File: src/rtl/jtpang_pkg.sv
// Shared constants and FSM encoding for the object-RAM DMA engine.
package jtpang_pkg;

  localparam int unsigned DefAw  = 9;
  localparam int unsigned DefLen = 512;

  typedef enum logic [1:0] {
    StIdle,
    StReq,
    StXfer,
    StRel
  } dma_state_e;

endpackage

File: src/rtl/jtpang_dma.sv
// Copies LEN bytes of object RAM into the object buffer while holding the CPU bus,
// one byte per granted cen step.
module jtpang_dma
  import jtpang_pkg::*;
#(
  parameter int unsigned AW  = DefAw,
  parameter int unsigned LEN = DefLen
) (
  input  logic          clk,
  input  logic          rst_n,
  input  logic          cen,
  input  logic          dma_go,
  output logic          busrq,
  input  logic          busak_n,
  output logic [AW-1:0] dma_addr,
  input  logic [7:0]    dma_din,
  output logic          buf_we,
  output logic [AW-1:0] buf_addr,
  output logic [7:0]    buf_din,
  output logic          busy,
  output logic          done
);

  localparam logic [AW-1:0] LastAddr = AW'(LEN - 1);

  dma_state_e    state_q;
  logic          pending_q;
  logic          busrq_q;
  logic          busy_q;
  logic          done_q;
  logic          buf_we_q;
  logic [AW-1:0] dma_addr_q;
  logic [AW-1:0] buf_addr_q;
  logic [7:0]    buf_din_q;
  logic          step;

  assign step = cen & ~busak_n;

  always_ff @(posedge clk or negedge rst_n) begin
    if (!rst_n) begin
      state_q    <= StIdle;
      pending_q  <= 1'b0;
      busrq_q    <= 1'b0;
      busy_q     <= 1'b0;
      done_q     <= 1'b0;
      buf_we_q   <= 1'b0;
      dma_addr_q <= '0;
      buf_addr_q <= '0;
      buf_din_q  <= '0;
    end else begin
      buf_we_q <= 1'b0;
      done_q   <= 1'b0;
      if (dma_go) pending_q <= 1'b1;
      unique case (state_q)
        StIdle: begin
          // A request coinciding with the pickup is merged into this transfer.
          if (pending_q) begin
            state_q    <= StReq;
            busrq_q    <= 1'b1;
            busy_q     <= 1'b1;
            pending_q  <= 1'b0;
            dma_addr_q <= '0;
          end
        end
        StReq: begin
          if (step) state_q <= StXfer;
        end
        StXfer: begin
          if (step) begin
            buf_we_q   <= 1'b1;
            buf_addr_q <= dma_addr_q;
            buf_din_q  <= dma_din;
            if (dma_addr_q == LastAddr) begin
              state_q    <= StRel;
              busrq_q    <= 1'b0;
              dma_addr_q <= '0;
            end else begin
              dma_addr_q <= dma_addr_q + AW'(1);
            end
          end
        end
        StRel: begin
          // Bus release is watched every clk, independent of cen.
          if (busak_n) begin
            state_q <= StIdle;
            busy_q  <= 1'b0;
            done_q  <= 1'b1;
          end
        end
        default: state_q <= StIdle;
      endcase
    end
  end

  assign busrq    = busrq_q;
  assign busy     = busy_q;
  assign done     = done_q;
  assign buf_we   = buf_we_q;
  assign dma_addr = dma_addr_q;
  assign buf_addr = buf_addr_q;
  assign buf_din  = buf_din_q;

endmodule

File: config.mk
export PLATFORM = sky130hd
export DESIGN_NAME = jtpang_dma
export DESIGN_NICKNAME = d
export VERILOG_FILES = /design/src/rtl/jtpang_pkg.sv /design/src/rtl/jtpang_dma.sv
export SDC_FILE = /design/constraint.sdc
export NUM_CORES = 1
export LEC_CHECK = 0
export ABC_AREA = 0
export CAP_MARGIN = 0
export CORE_UTILIZATION = 25
export DETAILED_ROUTE_END_ITERATION = 8
export PLACE_DENSITY = 0.55
export SYNTH_ARGS = -nofsm -noshare
export SYNTH_HDL_FRONTEND = slang
export SYNTH_SLANG_ARGS = --single-unit
File: constraint.sdc
create_clock -name clk -period 2.1 [get_ports clk]
set_input_delay 0.525 -clock clk [delete_from_list [all_inputs] [get_ports clk]]
set_output_delay 0.525 -clock clk [all_outputs]
set_load 0.02 [all_outputs]
==> impl_metrics.csv <==
group,metric,value,unit
routing,drt_pre_antenna_iters,4,
clock_tree,clk_latency,280,ps
routing,drt-vias-per-instance,4.451,
yosys,syn_nets,141,
floorplanning,dieWidth,81.16,µm
final_layout,num-fill-cells,582,
routing,wire_per_inst,12.89,µm
worst_setup_path,ff2ff_path_depth,9,
routing,antenna_left,0,
timing,skew,5.011,ps
worst_setup_path,r2r-start,"dma_addr[1]$_DFFE_PN0P_",
placement,place_area,0.002177,mm²
floorplanning,start_util,26.15,%
worst_setup_path,crit_path_start_kind,"flop",
yosys,synthCells,121,
global_route,grt_usage,10.99,%
worst_setup_path,end_kind,"flop",
worst_setup_path,path_max_fanout,4,
global_route,antenna_found_initial,0,
worst_setup_path,worst-endpoint-required,2270,ps
yosys,ys_seq_area_share,52.72,%
timing,tightest_slew,415.3,ps
yosys,yosys.cell_count.top_type,"dfrtp_1",
routing,drc,0,
worst_setup_path,reg2reg_slack,20,ps
floorplanning,ioPinCount,43,
hold_path,holdPathStages,1,
clock_tree,htreeDepth,2,
clock_tree,cts_buffer_depth,2,
final_layout,area_growth,47.76,%
yosys,synth-edff-count,0,
yosys,synth_top_cell_by_area,"dfrtp_1",
final_layout,final_nets,201,
global_route,grt_pass1_vias,1203,
placement,place.gp.congestion,0.7669,
timing,setup_viol,0,
yosys,synthFlopType,"dfrtp_1",
yosys,synth_common_cells,"dfrtp_1, o21ai_0, mux2_2",
worst_setup_path,critical_path_class,"reg -> reg",
final_layout,diodes,0,
yosys,ys_ff_latch,33,
routing,wirelength,3312,µm
floorplanning,dieArea,0.006587,mm²
final_layout,drive_above_1_share,31.32,%
routing,drt_iter0_drc,31,
timing,rsz0062_at_grt,"true",
clock_tree,cts.sinks,33,
yosys,yosysWarnings,0,
worst_setup_path,cp_cell_sequence,"ha_4, and3_4, and3_4, and3_4, ha_4, nor2b_2, a211oi_2, nand2_2, mux2_4",
clock_tree,cts_tree,"yes",
power_and_ir_drop,ir_worst_vdd,0.5826,mV
worst_setup_path,crit_top_cell,"and3_4",
timing,period_share,98.82,%
timing,maxSlewHeadroom,72.32,%
worst_setup_path,cp_data_arrival_time,2240,ps
placement,portBuffers,42,
hold_path,min-delay-start,"buf_addr[8]$_DFFE_PN0P_",
clock_tree,cts.clk_slew.worst_paths,70,ps
power_and_ir_drop,leakagePower,1.023,nW
timing,maxSlewViolCount,0,
final_layout,postLayoutCellArea,0.002315,mm²
routing,num_vias,1144,
yosys,yosysUniqueCellTypes,31,
global_route,grt_overflow_total,0,
yosys,synthTopCellsByArea,"dfrtp_1, mux2_4, mux2_2, ha_1, o21ai_0",
final_layout,post-route-util,38.64,%
worst_setup_path,slowest_stage,"dfrtp_2",
hold_path,hp-class,"reg -> reg",
flow_run,cap_violations,0,
power_and_ir_drop,power.total,2.692,mW
timing,fin_hold_ws,505.7,ps
worst_setup_path,rr_endpoint,"state_q[1]$_DFFE_PN0P_",
placement,place_inst,246,
hold_path,min_delay_worst_endpoint,"buf_addr[8]$_DFFE_PN0P_",
timing,fmax,481.9,MHz
power_and_ir_drop,power_density,1163,mW/mm²
global_route,grt_max_degree,34,
floorplanning,die_y,81.16,µm
yosys,synth_top_area_share,52.72,%
final_layout,fin_cells,257,
floorplanning,core.rowCount,28,
clock_tree,root_buffer,"clkbuf_8",
outcome,outcome,"finished, final reports clean",
yosys,async_reset_ff_share,100.0,%
clock_tree,cts_inserted_buffers,5,
worst_setup_path,critPathMaxStageDelay,390,ps
global_route,grt_pass1_wl,5375,µm
timing,min_period,2075,ps
floorplanning,core,0.005991,mm²
yosys,syn_area,0.001567,mm²
timing,hold_viol,0,
placement,place_hpwl,2363,µm
yosys,synth_area_per_cell,12.95,µm²
==> worst max-delay path by stage <==
| stage | end | startpoint | slack, ps |
|---|---|---|---|
| after floorplan | dma_addr[5]$_DFFE_PN0P_ | dma_addr[1]$_DFFE_PN0P_ | 5 |
| after CTS | state_q[1]$_DFFE_PN0P_ | dma_addr[1]$_DFFE_PN0P_ | 20 |
| after detailed placement | dma_addr[7]$_DFFE_PN0P_ | dma_addr[1]$_DFFE_PN0P_ | -60 |
| after global routing | state_q[1]$_DFFE_PN0P_ | dma_addr[1]$_DFFE_PN0P_ | -60 |
| final | state_q[1]$_DFFE_PN0P_ | dma_addr[1]$_DFFE_PN0P_ | 20 |
| after global placement | dma_addr[7]$_DFFE_PN0P_ | dma_addr[1]$_DFFE_PN0P_ | 50 |
==> what timing repair did <==
| action | CTS | global route |
|---|---|---|
| resized for setup | 0 | 3 |
| pin swaps | 1 | 3 |
| hold buffers | 0 | 0 |
| endpoints found under the setup margin | 6 | 5 |
| buffers inserted | 1 | 2 |
==> flip-flops by register name, indices dropped and copies added, names as in the netlist <==
name       count
buf_addr       9
dma_addr       9
buf_din        8
state_q        2
buf_we         1
busrq          1
busy           1
done           1
pending_q      1
==> power breakdown <==
group          total [mW]  internal [mW]  switching (mW)
Combinational        1.29          0.677           0.616
Clock               0.464          0.228           0.235
Sequential          0.935          0.814           0.121
==> critical path, delay by kind of cell, from the launching register on <==
family / cells / cell delay [ps]
muxes: 1 / 300
and+or+nand+nor: 5 / 740
adders and majority gates: 2 / 270
DFF: 1 / 390
AOI/OAI and AO/OA: 1 / 260
==> cell usage in the layout (no fill, tap or decap), types with 2 or more instances in the layout <==
cell	count
mux2_2	10
dfrtp_2	2
clkdlybuf4s50_1	42
ha_4	2
buf_4	11
nor2_1	5
clkinv_2	2
buf_12	2
clkbuf_8	5
inv_1	5
o21ai_0	11
and3_4	3
nand4_1	2
a21oi_1	2
a31oi_1	3
nand2_1	6
nand2b_4	2
dfrtp_1	31
ha_1	5
mux2_4	9
mux2i_1	3
==> cells by family (layout without fill, tap and decap cells) <==
kind of cell	after synthesis	count (layout)	synth area share, %
AO/OA/AOI/OAI	23	23	8.945
adder cells (fa/ha/maj)	7	7	5.591
buffers and inverters	7	68	3.195
flip-flops	33	33	52.72
multiplexers	22	22	17.73
AND/OR/NAND/NOR	29	29	11.82
==> per-layer routing <==
layer  track usage [%]  wire length (µm)  up-vias
li1                  -                 -      550
met2             18.99              1653       27
met4             5.357                57        0
met1             12.14              1452      559
met5                 0                 0        -
met3             3.483               148        8
==> cell type report <==
| type | count | area (µm²) | area share, % |
|---|---|---|---|
| Inverter | 5 | 18.77 | 0.8108 |
| Tap cell | 75 | 93.84 | 4.054 |
| Clock inverter | 3 | 17.52 | 0.7568 |
| Multi-Input combinational cell | 81 | 744.5 | 32.16 |
| Clock buffer | 5 | 68.82 | 2.973 |
| Timing Repair Buffer | 55 | 543.0 | 23.46 |
| Sequential cell | 33 | 828.3 | 35.78 |
==> stage by stage <==
stage	setup TNS [ps]	setup slack, ps
CTS	0	18.19
detailed placement	-130.3	-62.03
finish	0	24.83
global placement	0	52.98
global route	-117.2	-57.29
floorplan	0	4.544
No activity file was read; power rests on OpenSTA's default activity.
